===== config.mk =====
export PLATFORM = sky130hd
export DESIGN_NAME = usb_uart_tx_buffer
export DESIGN_NICKNAME = d
export VERILOG_FILES = /design/src/rtl/usb_uart_pkg.sv /design/src/rtl/sync_fifo_bram.sv /design/src/rtl/usb_uart_tx_buffer.sv
export SDC_FILE = /design/constraint.sdc
export NUM_CORES = 1
export LEC_CHECK = 0
export ABC_AREA = 1
export CORE_MARGIN = 1.5
export CORE_UTILIZATION = 55
export CTS_BUF_LIST = sky130_fd_sc_hd__clkbuf_4
export DETAILED_ROUTE_END_ITERATION = 8
export GPL_ROUTABILITY_DRIVEN = 0
export GPL_TIMING_DRIVEN = 0
export PLACE_DENSITY_LB_ADDON = 0.25
export SYNTH_ARGS = -nofsm -noshare
export SYNTH_HDL_FRONTEND = slang
export SYNTH_SLANG_ARGS = --single-unit

===== constraint.sdc =====
create_clock -name clk_48mhz -period 6.9 [get_ports clk_48mhz]
set_input_delay 0.69 -clock clk_48mhz [delete_from_list [all_inputs] [get_ports clk_48mhz]]
set_output_delay 0.69 -clock clk_48mhz [all_outputs]
set_load 0.01 [all_outputs]

===== src/rtl/usb_uart_pkg.sv =====
// Shared constants and the drain-state type for the usb_uart byte buffers.
// The TX buffer and the planned RX line buffer both build on these.
package usb_uart_pkg;

  localparam int USB_UART_DW       = 8;
  localparam int USB_UART_TX_DEPTH = 16;

  typedef enum logic [1:0] {
    ST_IDLE   = 2'd0,
    ST_FETCH  = 2'd1,
    ST_STROBE = 2'd2
  } drain_state_e;

endpackage


===== src/rtl/sync_fifo_bram.sv =====
// Single-clock FIFO with one synchronous write port and one registered read port,
// shaped so the storage maps onto one block RAM (no read-during-write bypass).
module sync_fifo_bram
  import usb_uart_pkg::*;
#(
  parameter int DW    = USB_UART_DW,
  parameter int DEPTH = USB_UART_TX_DEPTH,
  parameter int AW    = $clog2(DEPTH)
) (
  input  logic          clk_48mhz,
  input  logic          resetn,
  input  logic          wr_en_i,
  input  logic [DW-1:0] wr_data_i,
  input  logic          rd_en_i,
  output logic [DW-1:0] rd_data_o,
  output logic [AW:0]   level_o,
  output logic          full_o,
  output logic          empty_o
);

  localparam logic [AW:0] LVL_FULL = (AW+1)'(DEPTH);

  logic [DW-1:0] mem_q [DEPTH];
  logic [DW-1:0] rd_data_q;
  logic [AW-1:0] wr_ptr_q, wr_ptr_d;
  logic [AW-1:0] rd_ptr_q, rd_ptr_d;
  logic [AW:0]   level_q, level_d;
  logic          wr_fire, rd_fire;

  assign full_o    = (level_q == LVL_FULL);
  assign empty_o   = (level_q == '0);
  assign wr_fire   = wr_en_i && !full_o;
  assign rd_fire   = rd_en_i && !empty_o;
  assign rd_data_o = rd_data_q;
  assign level_o   = level_q;

  always_comb begin
    wr_ptr_d = wr_ptr_q;
    rd_ptr_d = rd_ptr_q;
    level_d  = level_q;
    if (wr_fire) wr_ptr_d = wr_ptr_q + AW'(1);
    if (rd_fire) rd_ptr_d = rd_ptr_q + AW'(1);
    case ({wr_fire, rd_fire})
      2'b10:   level_d = level_q + (AW+1)'(1);
      2'b01:   level_d = level_q - (AW+1)'(1);
      default: level_d = level_q;
    endcase
  end

  always_ff @(posedge clk_48mhz) begin
    if (!resetn) begin
      wr_ptr_q <= '0;
      rd_ptr_q <= '0;
      level_q  <= '0;
    end else begin
      wr_ptr_q <= wr_ptr_d;
      rd_ptr_q <= rd_ptr_d;
      level_q  <= level_d;
    end
  end

  // Storage and read register stay reset-free so the RAM primitive absorbs both.
  always_ff @(posedge clk_48mhz) begin
    if (wr_fire) mem_q[wr_ptr_q] <= wr_data_i;
    if (rd_fire) rd_data_q <= mem_q[rd_ptr_q];
  end

endmodule


===== src/rtl/usb_uart_tx_buffer.sv =====
// Transmit byte buffer in front of usb_uart: FIFO plus a drain FSM speaking uart_we/uart_wait.
//   state     | meaning
//   ST_IDLE   | uart_we low (gap cycle); pops the FIFO when a byte is stored
//   ST_FETCH  | popped byte in hand; loads uart_di and raises uart_we once uart_wait is low
//   ST_STROBE | uart_we high; byte accepted on the first cycle uart_wait is low
module usb_uart_tx_buffer
  import usb_uart_pkg::*;
#(
  parameter int DEPTH = USB_UART_TX_DEPTH,
  parameter int AW    = $clog2(DEPTH)
) (
  input  logic                   clk_48mhz,
  input  logic                   resetn,
  input  logic [USB_UART_DW-1:0] in_data,
  input  logic                   in_valid,
  output logic                   in_ready,
  output logic [AW:0]            level,
  output logic                   empty,
  output logic                   full,
  output logic [USB_UART_DW-1:0] uart_di,
  output logic                   uart_we,
  input  logic                   uart_wait
);

  drain_state_e           state_q, state_d;
  logic                   uart_we_q, uart_we_d;
  logic [USB_UART_DW-1:0] uart_di_q, uart_di_d;
  logic [USB_UART_DW-1:0] fifo_rd_data;
  logic                   rd_en;

  sync_fifo_bram #(
    .DW    (USB_UART_DW),
    .DEPTH (DEPTH),
    .AW    (AW)
  ) u_fifo (
    .clk_48mhz (clk_48mhz),
    .resetn    (resetn),
    .wr_en_i   (in_valid),
    .wr_data_i (in_data),
    .rd_en_i   (rd_en),
    .rd_data_o (fifo_rd_data),
    .level_o   (level),
    .full_o    (full),
    .empty_o   (empty)
  );

  assign in_ready = !full;
  assign uart_we  = uart_we_q;
  assign uart_di  = uart_di_q;

  always_comb begin
    state_d   = state_q;
    uart_we_d = uart_we_q;
    uart_di_d = uart_di_q;
    rd_en     = 1'b0;
    case (state_q)
      ST_IDLE: begin
        uart_we_d = 1'b0;
        if (!empty) begin
          rd_en   = 1'b1;
          state_d = ST_FETCH;
        end
      end
      ST_FETCH: begin
        if (!uart_wait) begin
          uart_di_d = fifo_rd_data;
          uart_we_d = 1'b1;
          state_d   = ST_STROBE;
        end
      end
      ST_STROBE: begin
        if (!uart_wait) begin
          uart_we_d = 1'b0;
          state_d   = ST_IDLE;
        end
      end
      default: begin
        uart_we_d = 1'b0;
        state_d   = ST_IDLE;
      end
    endcase
  end

  always_ff @(posedge clk_48mhz) begin
    if (!resetn) begin
      state_q   <= ST_IDLE;
      uart_we_q <= 1'b0;
      uart_di_q <= '0;
    end else begin
      state_q   <= state_d;
      uart_we_q <= uart_we_d;
      uart_di_q <= uart_di_d;
    end
  end

endmodule


# Word level (Yosys, flattened, before mapping)
# Memory sizes are Yosys's and may differ from the RTL's. A register that Yosys moved wholly into a read port is not among the register bits.
# Index checks and enable logic that the tools add are counted.
op_classes:
  shift: 0
  bitwise_logic: 1
  reduce_logical: 10
  n_lt_le_gt_ge: 0
  n_mux: 12
  n_mul: 0
  n_div: 0
  eq_ne: 8
  add_sub_neg: 4
ops:
  columns: ["cell", "count"]
  rows:
  - ["case mux 5 bit (2 select lines)", 1]
  - ["adder 4 x 1 -> 4 bit (second input constant)", 2]
  - ["two-way mux 1 bit", 6]
  - ["two-way mux 2 bit", 3]
  - ["inequality test 2 bit (second input constant)", 3]
  - ["case mux 2 bit (3 select lines)", 1]
  - ["adder 5 x 1 -> 5 bit (second input constant)", 1]
  - ["equality test 5 bit (second input constant)", 1]
  - ["logical NOT 5 bit", 1]
  - ["subtractor 5 x 1 -> 5 bit (second input constant)", 1]
  - ["equality test 2 x 1 -> 1 bit (second input constant)", 2]
  - ["equality test 2 bit (second input constant)", 2]
  - ["AND reduction 2 bit", 2]
  - ["AND reduction 3 bit", 1]
  - ["logical AND 1 bit", 2]
  - ["logical NOT 1 bit", 2]
  - ["logical NOT 2 bit", 1]
  - ["case mux 1 bit (2 select lines)", 1]
  - ["nonzero test 2 bit", 1]
  - ["inverter 1 bit", 1]
totals:
  n_memories: 1
  register_bits: 24
  ramBits: 128
  out_inout_bits: 17
  latch_bits: 0
  romBits: 0
  wordCells: 42
memory_table:
  columns: ["memory", "depth", "word_bits", "read_ports", "rd_ports_with_merged_regs", "write_ports", "line_no", "text"]
  rows:
  - ["u_fifo.mem_q", 16, 8, 1, 1, 1, "sync_fifo_bram.sv:23", "logic [DW-1:0] mem_q [DEPTH];"]

# Logic depth before layout (Yosys ltp)
# Gate-level depths: netlist of the first run.
depth:
  word_depth: 6
  mapped_depth: 17
  mapped_depth_nobuf: 17

# Hierarchy
# From an unflattened synthesis of the first run, not the netlist that was laid out.
unflattened:
  hier_cells: 717
  area_unflattened_um2: 7023.0
modules_own_cells:
  columns: ["mod", "seq_area_each_um2", "instances", "cells_per_inst", "area_per_inst_um2"]
  rows:
  - ["sync_fifo_bram", 4344.2, 1, 662, 6576.3]
  - ["usb_uart_tx_buffer", 220.2, 1, 55, 446.7]

# Worst setup path before layout of the first run
# Ideal clock, no wire load.
synth_path:
  kind: "flip-flop to flip-flop"
  startpoint: "register u_fifo.level_q[0] (netlist: u_fifo.level_o[0])"
  endpoint: "register u_fifo.level_q[2] (netlist: u_fifo.level_o[2])"
  t_required_ns: 6.785
  n_path_buf: 0
  t_arrival_ns: 2.089
  synth_period_minus_slack_ns: 2.204
  path_stages_with_launch: 15
  setup_slack_ns: 4.696
  path_cell_list: "dfxtp_1 > inv_1 > nand4_1 > nand2_1 > inv_1 > ha_1 > nand2_1 > inv_1 > nor2_1 > ha_1 > inv_1 > nand2_1 > xor2_1 > o21ai_0 > inv_1"
synth_between:
  elab_chain_cells: 6
  word_cells_on_any_way: 14
synth_lines:
  columns: ["element", "line_no", "text"]
  rows:
  - ["start, declared", "sync_fifo_bram.sv:27", "logic [AW:0] level_q, level_d;"]
  - ["start signal, assigned", "sync_fifo_bram.sv:58", "level_q <= level_d;"]
  - ["logical NOT 5 bit (*)", "sync_fifo_bram.sv:31", "assign empty_o = (level_q == '0);"]
  - ["two-way mux 1 bit", "usb_uart_tx_buffer.sv:59", "if (!empty) begin"]
  - ["two-way mux 1 bit", "usb_uart_tx_buffer.sv:56", "case (state_q)"]
  - ["logical AND 1 bit (*)", "sync_fifo_bram.sv:33", "assign rd_fire = rd_en_i && !empty_o;"]
  - ["net u_fifo.rd_fire", "sync_fifo_bram.sv:28", "logic wr_fire, rd_fire;"]
  - ["equality test 2 x 1 -> 1 bit or equality test 2 bit (tied branches)", "sync_fifo_bram.sv:43", "case ({wr_fire, rd_fire})"]
  - ["case mux 5 bit (2 select lines) or nonzero test 2 bit (tied branches)", null, null]
# The timed path passes the listed nets; every way through them passes the cells marked *.
# A chain may end at the register's enable or synchronous reset.

# Worst setup path after layout of the first run
layout_path:
  startpoint: "register u_fifo.level_q[1] (netlist: u_fifo.level_o[1])"
  endpoint: "register u_fifo.level_q[4] (netlist: u_fifo.level_o[4])"
# The elaborated chain is that of the path after synthesis.

==> impl_metrics.csv, run 1 <==
group,metric,value,unit
status,status,"finished with violations",
status,failed_checks,"DRC",
final_layout,postLayoutCellArea,7290,µm²
logic_synthesis,ys_warn_count,0,
setup_path,critPathTopFamily,"simple AND/OR/NAND/NOR gates",
route,final_antenna_net_count,0,
setup_path,worst-path-max-fanout,13,
clock_network,cts_tree,"built",
setup_path,r2r_start,"u_fifo.level_o[1]$_SDFFE_PN0P_",
clock_network,h-tree-depth,4,
setup_path,slowest_stage,"dfxtp_1",
clock_network,path_clk_slew,0.13,ns
setup_path,cp-start-kind,"register",
global_routing,grt_use_total,23.9,%
timing,rsz0062_at_grt,"false",
floorplan,core,11500,µm²
timing,finalSetupViolCount,0,
logic_synthesis,ys_types,27,
global_routing,grt_pass1_vias,4219,
setup_path,r2r-end,"u_fifo.level_o[4]$_SDFFE_PN0P_",
setup_path,cp.arrival,3.07,ns
final_layout,drive_gt1_share,8.75,%
power,leakage,2.63,nW
worst_hold_path,hold_class,"reg2reg",
final_layout,fillers,886,
global_routing,grt_pass1_wl,22.3,mm
clock_network,ctsResizeCount,0,
logic_synthesis,synth.net_count,600,
timing,slew_headroom,28.7,%
worst_hold_path,hold_depth,2,
timing,min_period,2.57,ns
route,wire_per_inst,18.1,µm
route,totalWireLength,14.2,mm
worst_hold_path,min_from,"uart_di[5]$_SDFFE_PN0P_",
route,dr.pass1.iters,7,
floorplan,die_height,112,µm
setup_path,slowest_delay,0.38,ns
clock_network,hold_buffers,0,
global_routing,grt_max_degree,17,
global_routing,antenna_found_initial,0,
global_routing,grt_remaining_overflow,0,
power,power_density,349,nW/µm²
setup_path,crit_type,"reg2reg",
setup_path,regToRegSetupSlack,4.33,ns
logic_synthesis,synth_area,6540,µm²
place,io_buffer_count,28,
route,drt_iter0_drc,346,
place,place_area,7000,µm²
clock_network,insertion_delay,0.55,ns
timing,fin_skew,0.0165,ns
setup_path,worstPathRequired,7.41,ns
floorplan,start_util,56.8,%
setup_path,ff2ff_path_depth,17,
route,drcViolationCount,12,
clock_network,cts_made_buffers,17,
timing,clock.fmax,389,MHz
setup_path,crit_path_frequent_cell,"nand2_1",
job,cap_violations,0,
final_layout,antenna_cells,0,
final_layout,area_delta_synth_final,11.5,%
clock_network,root_buffer,"clkbuf_4",
logic_synthesis,synth-seq-area-share,69.8,%
logic_synthesis,syn_avg_cell_area,11.3,µm²
clock_network,cts_buffer_depth,2,
timing,tns,0,ns
floorplan,die_w,112,µm
setup_path,path_buf_inv,4,
setup_path,crit_path_cell_trace,"nor2_1, nand4_1, nand2_1, inv_1, ha_1, nand2_1, inv_1, nor2_1, ha_1, inv_1, nand2_1, nand3_1, nand2_1, nand2_1, nand3_1, nand2_1, inv_1",
setup_path,worst_setup_path_end_kind,"register",
final_layout,nets,647,
timing,hold_viol,0,
power,vdd_drop_max,129,µV
route,viasPerCell,5.72,
place,dp.final_hpwl,9.46,mm
timing,slew_violations,0,
floorplan,die_area,12600,µm²
logic_synthesis,ys_seq_elements,160,
clock_network,cts_num_sinks,160,
worst_hold_path,min_to,"uart_di[5]$_SDFFE_PN0P_",
route,num_vias,4475,
floorplan,io_pins,29,
timing,fin_crit_sh,37.2,%
clock_network,cts_setup_buffers,0,
floorplan,rows,39,
logic_synthesis,syn-instance-count,580,
timing,worst_slew_pin_slew,1.06,ns
[logic make-up (layout without fill, tap and decap cells)]
| family | after synthesis | in the layout | synth area share [%] |
|---|---|---|---|
| AOI/OAI and AO/OA | 125 | 125 | 9.91 |
| buffers and inverters | 58 | 118 | 4.38 |
| xor gates and xnor gates | 5 | 5 | 0.670 |
| adders and majority gates | 8 | 8 | 1.53 |
| DFF | 160 | 160 | 69.8 |
| and+or+nand+nor | 224 | 224 | 13.7 |
[area by class of cell]
| cell class | count | area (µm²) | area share (%) |
|---|---|---|---|
| Timing Repair Buffer | 28 | 280 | 3.84 |
| Inverter | 34 | 130 | 1.79 |
| Clock buffer | 19 | 143 | 1.96 |
| Buffer | 24 | 156 | 2.15 |
| Multi-Input combinational cell | 362 | 1700 | 23.3 |
| Tap cell | 143 | 179 | 2.45 |
| Sequential cell | 160 | 4560 | 62.6 |
| Clock inverter | 13 | 138 | 1.89 |
[power breakdown]
part / internal (mW) / total (mW) / switching (mW)
Sequential: 1.16 / 1.20 / 0.0434
Combinational: 0.281 / 0.793 / 0.512
Clock: 0.224 / 0.545 / 0.321
Total: 1.67 / 2.54 / 0.877
[per-stage QoR]
stage	power, mW	worst slack [ns]	instances	hold WS [ns]	utilization [%]
2_1_floorplan	1.73	4.70	580	0.467	-
3_3_place_gp	1.99	3.99	751	0.432	60.8
3_5_place_dp	2.01	3.95	751	0.435	60.8
4_1_cts	2.54	4.29	783	0.454	63.3
5_1_grt	2.69	4.02	783	0.470	63.3
6_report	2.54	4.33	783	0.452	63.3
[registers in the layout (all words and copies together), names as in the netlist]
register and count:
uart_we 1, state_q 2, u_fifo.wr_ptr_q 4, u_fifo.mem_q 128, u_fifo.level_o 5, u_fifo.rd_data_o 8, uart_di 8, u_fifo.rd_ptr_q 4
[cells in the mapped netlist (all sizes together)]
| master | instances | share of area (%) |
|---|---|---|
| xor2 | 4 | 0.54 |
| o21ai | 71 | 5.4 |
| nand3 | 24 | 1.8 |
| xnor2 | 1 | 0.13 |
| nor3 | 2 | 0.15 |
| clkinv | 1 | 0.057 |
| nor2 | 77 | 4.6 |
| buf | 18 | 2.0 |
| o211ai | 6 | 0.69 |
| a31oi | 6 | 0.57 |
| edfxtp | 136 | 62 |
| ha | 8 | 1.5 |
| nand2 | 119 | 6.9 |
| clkbuf | 6 | 0.34 |
| dfxtp | 24 | 7.3 |
| nand4 | 2 | 0.29 |
| a21oi | 42 | 3.2 |
| inv | 33 | 1.9 |
[worst reg2reg max path, cell delays in order (launching register included)]
cell	delay, ns
dfxtp_1	0.38
nor2_1	0.20
nand4_1	0.13
nand2_1	0.20
inv_1	0.26
ha_1	0.37
nand2_1	0.10
inv_1	0.05
nor2_1	0.14
ha_1	0.17
inv_1	0.04
nand2_1	0.09
nand3_1	0.11
nand2_1	0.09
nand2_1	0.05
nand3_1	0.06
nand2_1	0.06
inv_1	0.05
[per-layer routing]
metal / wire length (µm) / vias to the layer above / track usage, % / share of wire, %
li1: - / 2114 / - / -
met1: 5890 / 2137 / 31.1 / 41
met2: 6920 / 188 / 39.2 / 49
met3: 886 / 36 / 5.08 / 6.2
met4: 496 / 0 / 10.8 / 3.5
met5: 0 / - / 0 / 0
[cell usage in the layout (no fill, tap or decap), types with 4 or more instances in the layout]
master and instances:
a31oi_1 6, inv_1 30, edfxtp_1 136, clkbuf_4 19
nand3_1 24, o211ai_1 6, nand2_1 118, xor2_1 4
clkinv_1 4, buf_2 8, a21oi_1 42, buf_4 5
nor2_1 75, clkinv_4 5, buf_6 5, dfxtp_1 24
o21ai_0 51, o21ai_1 20, clkbuf_1 6, ha_1 8
clkdlybuf4s50_1 28
[how the worst max path moves through the flow]
stage | start | to | slack (ns) | depth (start not counted)
after floorplan | u_fifo.level_o[0]$_SDFFE_PN0P_ | u_fifo.level_o[2]$_SDFFE_PN0P_ | 4.70 | 14
after global placement | in_valid | u_fifo.mem_q[11][4]$_DFFE_PP_ | 3.99 | 3
after detailed placement | in_valid | u_fifo.mem_q[3][3]$_DFFE_PP_ | 3.95 | 3
after CTS | u_fifo.level_o[1]$_SDFFE_PN0P_ | full | 4.29 | 4
after global routing | u_fifo.level_o[1]$_SDFFE_PN0P_ | u_fifo.level_o[4]$_SDFFE_PN0P_ | 4.02 | 17
final | u_fifo.level_o[1]$_SDFFE_PN0P_ | u_fifo.level_o[4]$_SDFFE_PN0P_ | 4.33 | 17
Power figures use the tool's default switching activity.
==> run 2: changes to the inputs <==
- clock period: 6.9 -> 2.45 ns (I/O delays scaled with it)
==> run 2 against run 1 <==
  * The flow still finishes with violations (DRC)
  * Design area rose by 0.43%
  * Clock skew rose by 0.0048 ns
  * Sequential share of layout area fell by 0.27 points
  * Non-clock buffer count rose by 2
  * Clock power rose to 2.8 times the previous value
  * Critical path depth fell by 11
  * Die area did not move
  * Maximum frequency rose by 12%
  * First-iteration DRC count fell by 0.87%
  * Power rose to 2.8 times the previous value
  * Wire length fell by 0.18%
  * Via count fell by 0.34%
  * Critical path type unchanged
  * Largest power group unchanged
  * Highest routed layer unchanged
==> impl_metrics.csv, run 2 (synthesized netlist as in run 1, its figures left out) <==
group,metric,value,unit
status,status,"finished with violations",
status,failed_checks,"DRC",
power,leakage,2.64,nW
job,cap_violations,0,
place,dp.final_hpwl,9.46,mm
final_layout,area_delta_synth_final,11.9,%
global_routing,antenna_found_initial,0,
power,power_density,989,nW/µm²
timing,slew_violations,0,
power,p_sw,2.50,mW
power,vdd_drop_max,368,µV
timing,hold_viol,0,
timing,tns,0,ns
route,final_antenna_net_count,0,
setup_path,crit_type,"reg2reg",
timing,rsz0062_at_grt,"false",
timing,finalSetupViolCount,0,
clock_network,cts_made_buffers,17,
clock_network,hold_buffers,0,
clock_network,cts_num_sinks,160,
power,combPwrFrac,31.9,%
power,p_total,7.24,mW
timing,min_period,2.29,ns
place,place_area,7000,µm²
timing,worst_slew_pin_slew,1.04,ns
timing,slew_headroom,30.2,%
global_routing,grt_pass1_vias,4227,
final_layout,postLayoutCellArea,7320,µm²
final_layout,largest_reg_flops,128,
setup_path,cp-start-kind,"register",
floorplan,start_util,56.8,%
global_routing,grt_pass1_wl,22.3,mm
global_routing,grt_max_degree,17,
route,num_vias,4460,
power,p_clk_share,21.3,%
final_layout,antenna_cells,0,
clock_network,root_buffer,"clkbuf_4",
power,pwr-share-seq,46.8,%
power,switching_share,34.5,%
route,wire_per_inst,18.1,µm
timing,fin_crit_sh,93.4,%
place,io_buffer_count,28,
route,dr.pass1.iters,7,
route,drcViolationCount,12,
clock_network,insertion_delay,0.56,ns
setup_path,worst_setup_path_end_kind,"register",
clock_network,cts_buffer_depth,2,
timing,timing.final.ws_setup,0.160,ns
setup_path,cp.arrival,2.47,ns
worst_hold_path,hold_class,"in2reg",
floorplan,core,11500,µm²
floorplan,die_height,112,µm
route,viasPerCell,5.68,
final_layout,layout_common_cells,"edfxtp_1 (136), nand2_1 (117), nor2_1 (74)",
place,dpl_worst_slack,-0.0995,ns
final_layout,layout_commonest_cell,"edfxtp_1",
final_layout,drive_gt1_share,9.66,%
setup_path,worstPathRequired,2.63,ns
route,drt_iter0_drc,343,
route,totalWireLength,14.2,mm
setup_path,worst-path-max-fanout,11,
timing,fin_skew,0.0212,ns
final_layout,top_register,"u_fifo.mem_q",
global_routing,grt_use_total,23.9,%
clock_network,path_clk_slew,0.13,ns
final_layout,nets,649,
clock_network,h-tree-depth,4,
floorplan,die_w,112,µm
global_routing,grt_remaining_overflow,0,
floorplan,rows,39,
timing,clock.fmax,437,MHz
power,p_int,4.74,mW
floorplan,io_pins,29,
floorplan,die_area,12600,µm²
clock_network,cts_tree,"built",
## run 2: timing repair
| item | CTS | global route |
|---|---|---|
| gates resized for setup | 1 | 4 |
| setup buffers | 1 | 1 |
| setup endpoints to repair | 2 | 2 |
| pin swaps | 0 | 2 |
| endpoints found under the hold margin | 0 | 0 |
## run 2: per-layer routing
metal,share of wire [%],up-vias,GRT usage [%]
met1,41,2119,31.1
met4,3.4,0,10.8
li1,-,2113,-
met5,0,-,0
met3,6.8,35,5.08
met2,49,193,39.3
## run 2: through the flow
stage                     utilization, %  cells  hold WS (ns)
after floorplan                        -    580         0.344
after global placement              60.8    751         0.432
after detailed placement            60.8    751         0.435
after CTS                           63.4    784         0.300
after global routing                63.6    785         0.320
final                               63.6    785         0.334
## run 2: final cells by class
class | count | area, µm²
flip-flops and latches | 160 | 4560
fillers | 881 | 4200
multi-input cells | 362 | 1710
repair buffers | 30 | 295
well taps | 143 | 179
plain buffers | 24 | 156
clock buffers | 19 | 143
clock inverters | 13 | 138
inverters | 34 | 134
## run 2: final timing paths
kind | from | to | slack, ns | depth (start not counted)
max | u_fifo.level_o[0]$_SDFFE_PN0P_ | u_fifo.mem_q[10][7]$_DFFE_PP_ | 0.16 | 6
min | uart_wait | state_q[0]$_SDFFE_PN0P_ | 0.33 | 3
max reg2reg | u_fifo.level_o[0]$_SDFFE_PN0P_ | u_fifo.mem_q[10][7]$_DFFE_PP_ | 0.16 | 6
min reg2reg | uart_di[5]$_SDFFE_PN0P_ | uart_di[5]$_SDFFE_PN0P_ | 0.45 | 2
## run 2: power by group through the flow
stage | Combinational [mW] | Clock, mW | Sequential (mW)
after floorplan | 1.39 | 0 | 3.47
after detailed placement | 2.21 | 0 | 3.45
after global routing | 2.55 | 1.68 | 3.42
final | 2.31 | 1.54 | 3.39
after global placement | 2.15 | 0 | 3.44
after CTS | 2.25 | 1.56 | 3.39
## run 2: critical path, stage by stage (launching register included)
cell and delay, ns:
dfxtp_1 0.43, inv_1 0.11, nand4_2 0.13, nand2_2 0.17, inv_2 0.14, nand2_1 0.13, nor2_1 0.81
==> run 3: changes to the inputs <==
- MAX_ROUTING_LAYER: default -> met4
- PLACE_DENSITY_LB_ADDON: 0.25 -> 0.08
- SYNTH_HIERARCHICAL: default -> 1
==> run 3 against run 2 <==
  * The flow now finishes without violations
  * Non-clock buffer count up 2
  * First-iteration DRC count up 15%
  * Hold slack worse by 0.0078 ns
  * Wire length up 12%
  * Combinational power up 4%
  * Design area up 7.0%
  * Area after synthesis up 7.4%
  * Critical path depth up 10
  * Clock skew down 0.0082 ns
  * Critical path type unchanged
  * Critical endpoint is now u_fifo/level_o[3]$_SDFFE_PN0P_
==> impl_metrics.csv, run 3 <==
group,metric,value,unit
clock_network,root_buffer,"clkbuf_4",
timing,slew_headroom,43.9,%
job,cap_violations,0,
clock_network,path_clk_slew,0.12,ns
floorplan,die_area,13500,µm²
logic_synthesis,synth_compound_area_share,1.84,%
final_layout,largest_reg_flops,128,
power,p_clk_share,20.9,%
route,drt_iter0_drc,395,
global_routing,met3_usage,5.23,%
power,power_density,925,nW/µm²
setup_path,cp.arrival,2.73,ns
logic_synthesis,synth_edf_count,136,
route,wire_per_inst,16.7,µm
global_routing,grt_pass1_wl,23.8,mm
logic_synthesis,yosys.area.top_type,"edfxtp_1",
logic_synthesis,synth-seq-area-share,65.0,%
floorplan,rows,41,
setup_path,worst_setup_path_end_kind,"register",
power,p_int,4.68,mW
logic_synthesis,ys_warn_count,6,
logic_synthesis,syn-instance-count,717,
floorplan,die_w,116,µm
logic_synthesis,synth-xor-area-share,0.374,%
place,dp.cells,917,
worst_hold_path,min_to,"state_q[0]$_SDFFE_PN0P_",
final_layout,area_delta_synth_final,11.5,%
setup_path,worstPathRequired,2.92,ns
setup_path,r2r-end,"u_fifo/level_o[3]$_SDFFE_PN0P_",
route,totalWireLength,15.9,mm
worst_hold_path,hold_depth,3,
power,switching_share,35.3,%
setup_path,cp-start-kind,"register",
global_routing,use_met1,32.1,%
setup_path,worst-path-max-fanout,5,
global_routing,gr-max-usage-layer,"met2",
floorplan,die_height,116,µm
route,viasPerCell,5.25,
clock_network,h-tree-depth,4,
global_routing,grt_remaining_overflow,0,
timing,timing.final.ws_setup,0.183,ns
route,num_vias,4991,
logic_synthesis,ys_top_cells_by_count,"nand2_1 (208), edfxtp_1 (136), inv_1 (117), nand3_1 (108), nor2_1 (39)",
final_layout,drive_gt1_share,9.64,%
setup_path,regToRegSetupSlack,0.18,ns
global_routing,grtUsageMet2,41.7,%
power,pwr-share-seq,46.1,%
floorplan,io_pins,29,
final_layout,nets,787,
timing,hold_viol,0,
status,status,"complete, no violations",
global_routing,grt_max_degree,17,
final_layout,final_util,62.6,%
logic_synthesis,synth_top_family_by_area,"simple AND/OR/NAND/NOR gates",
logic_synthesis,synth_area,7020,µm²
timing,fin_skew,0.0131,ns
route,drcViolationCount,0,
worst_hold_path,hold_class,"in2reg",
global_routing,antenna_found_initial,0,
logic_synthesis,yosys.area_share.simple,21.9,%
setup_path,slowest_delay,0.38,ns
final_layout,fillers,1066,
power,p_total,7.25,mW
floorplan,start_util,56.1,%
timing,min_period,2.27,ns
timing,rsz0062_at_grt,"false",
place,io_buffer_count,28,
setup_path,r2r_start,"u_fifo/level_o[1]$_SDFFE_PN0P_",
setup_path,slowest_stage,"dfxtp_4",
logic_synthesis,synth_fa_ha_area_share,1.89,%
logic_synthesis,synth.net_count,739,
global_routing,grt_use_total,25.9,%
setup_path,critPathTopFamily,"simple AND/OR/NAND/NOR gates",
timing,finalSetupViolCount,0,
global_routing,grt_pass1_vias,4484,
route,dr.pass1.iters,5,
logic_synthesis,synthTopCellsByArea,"edfxtp_1 (58%), nand2_1 (11%), nand3_1 (7.7%)",
power,combPwrFrac,33.1,%
logic_synthesis,synth_ff_type,"edfxtp_1",
clock_network,cts_made_buffers,17,
place,dp.final_hpwl,10.8,mm
power,leakage,3.33,nW
clock_network,insertion_delay,0.56,ns
final_layout,layout_commonest_cell,"nand2_1",
setup_path,crit_start,"u_fifo/level_o[1]$_SDFFE_PN0P_",
clock_network,cts_tree,"built",
setup_path,path_buf_inv,5,
floorplan,core,12500,µm²
final_layout,fin_cells,951,
power,p_sw,2.56,mW
logic_synthesis,ys_async_sr_fraction,0,%
logic_synthesis,synth.area.mux_share,0,%
timing,slew_violations,0,
final_layout,layout_common_cells,"nand2_1 (207), edfxtp_1 (136), inv_1 (117)",
power,vdd_drop_max,579,µV
final_layout,top_register,"u_fifo/mem_q",
timing,fin_crit_sh,92.5,%
setup_path,ff2ff_path_depth,16,
logic_synthesis,ys_types,24,
setup_path,crit_path_cell_trace,"nor2_1, nand3_2, inv_1, inv_1, nand2_1, inv_1, nand2_2, inv_4, ha_4, ha_1, a21oi_2, nand2_1, nand2_1, nand3_1, nand2_1, inv_1",
clock_network,cts_num_sinks,160,
setup_path,crit_type,"reg2reg",
clock_network,cts_buffer_depth,2,
logic_synthesis,yosysMostFrequentCell,"nand2_1",
timing,worst_slew_pin_slew,0.839,ns
logic_synthesis,synth_top_area_share,58.2,%
place,dpl_worst_slack,-0.221,ns
route,final_antenna_net_count,0,
worst_hold_path,min_from,"uart_wait",
logic_synthesis,ys_seq_elements,160,
timing,clock.fmax,441,MHz
logic_synthesis,syn_avg_cell_area,9.79,µm²
[run 3: stage by stage]
stage / hold slack (ns) / area [µm²] / TNS [ns]
floorplan: 0.344 / 7020 / 0
global placement: 0.452 / 7520 / -0.259
detailed placement: 0.453 / 7520 / -0.456
CTS: 0.300 / 7800 / 0
global route: 0.329 / 7830 / 0
finish: 0.326 / 7830 / 0
[run 3: power groups by stage]
stage	Sequential (mW)	Combinational, mW	Clock (mW)
floorplan	3.39	1.46	0
global placement	3.38	2.22	0
detailed placement	3.39	2.28	0
CTS	3.33	2.33	1.54
global route	3.36	2.63	1.65
finish	3.34	2.40	1.51
[run 3: how the worst max path moves through the flow]
stage                                endpoint  slack, ns  cells past startpoint
4_1_cts        u_fifo/level_o[3]$_SDFFE_PN0P_       0.07                     16
5_1_grt        u_fifo/level_o[4]$_SDFFE_PN0P_      0.003                     19
2_1_floorplan  u_fifo/level_o[4]$_SDFFE_PN0P_        0.1                     19
6_report       u_fifo/level_o[3]$_SDFFE_PN0P_       0.18                     16
3_5_place_dp   u_fifo/level_o[4]$_SDFFE_PN0P_      -0.22                     19
3_3_place_gp   u_fifo/level_o[4]$_SDFFE_PN0P_      -0.17                     19
[run 3: cell type report]
class	instances	area, µm²	share of cell area [%]
inverter	127	479	6.12
clock inverter	12	116	1.49
clock buffer	20	150	1.92
multi-input combinational	403	1860	23.7
sequential	160	4570	58.4
tap	172	215	2.75
antenna	1	2.50	0.0319
timing repair buffer	29	288	3.67
buffer	27	153	1.95
[run 3: cell families (layout without fill, tap and decap cells)]
| logic type | count (synthesis) | count (layout) |
|---|---|---|
| and+or+nand+nor | 365 | 365 |
| DFF | 160 | 160 |
| buffers and inverters | 154 | 215 |
| AOI/OAI and AO/OA | 25 | 25 |
| adders and majority gates | 10 | 10 |
| xor gates and xnor gates | 3 | 3 |
| other | 0 | 1 |
[run 3: metal layers]
| layer | up-vias | wire [µm] |
|---|---|---|
| met4 | 0 | 445 |
| met3 | 37 | 1100 |
| li1 | 2417 | - |
| met2 | 187 | 7850 |
| met1 | 2350 | 6460 |
| met5 | - | 0 |
[run 3: timing repair]
item / 4_1_cts / 5_1_grt
hold buffers: 0 / 0
setup buffers: 1 / 0
resized for setup: 4 / 9
endpoints found under the setup margin: 3 / 3
[run 3: worst min-delay path, delay by kind of cell]
kind            cells  cell delay (ns)
compound gates      1             0.06
simple gates        1             0.10
buf+inv             1             0.44
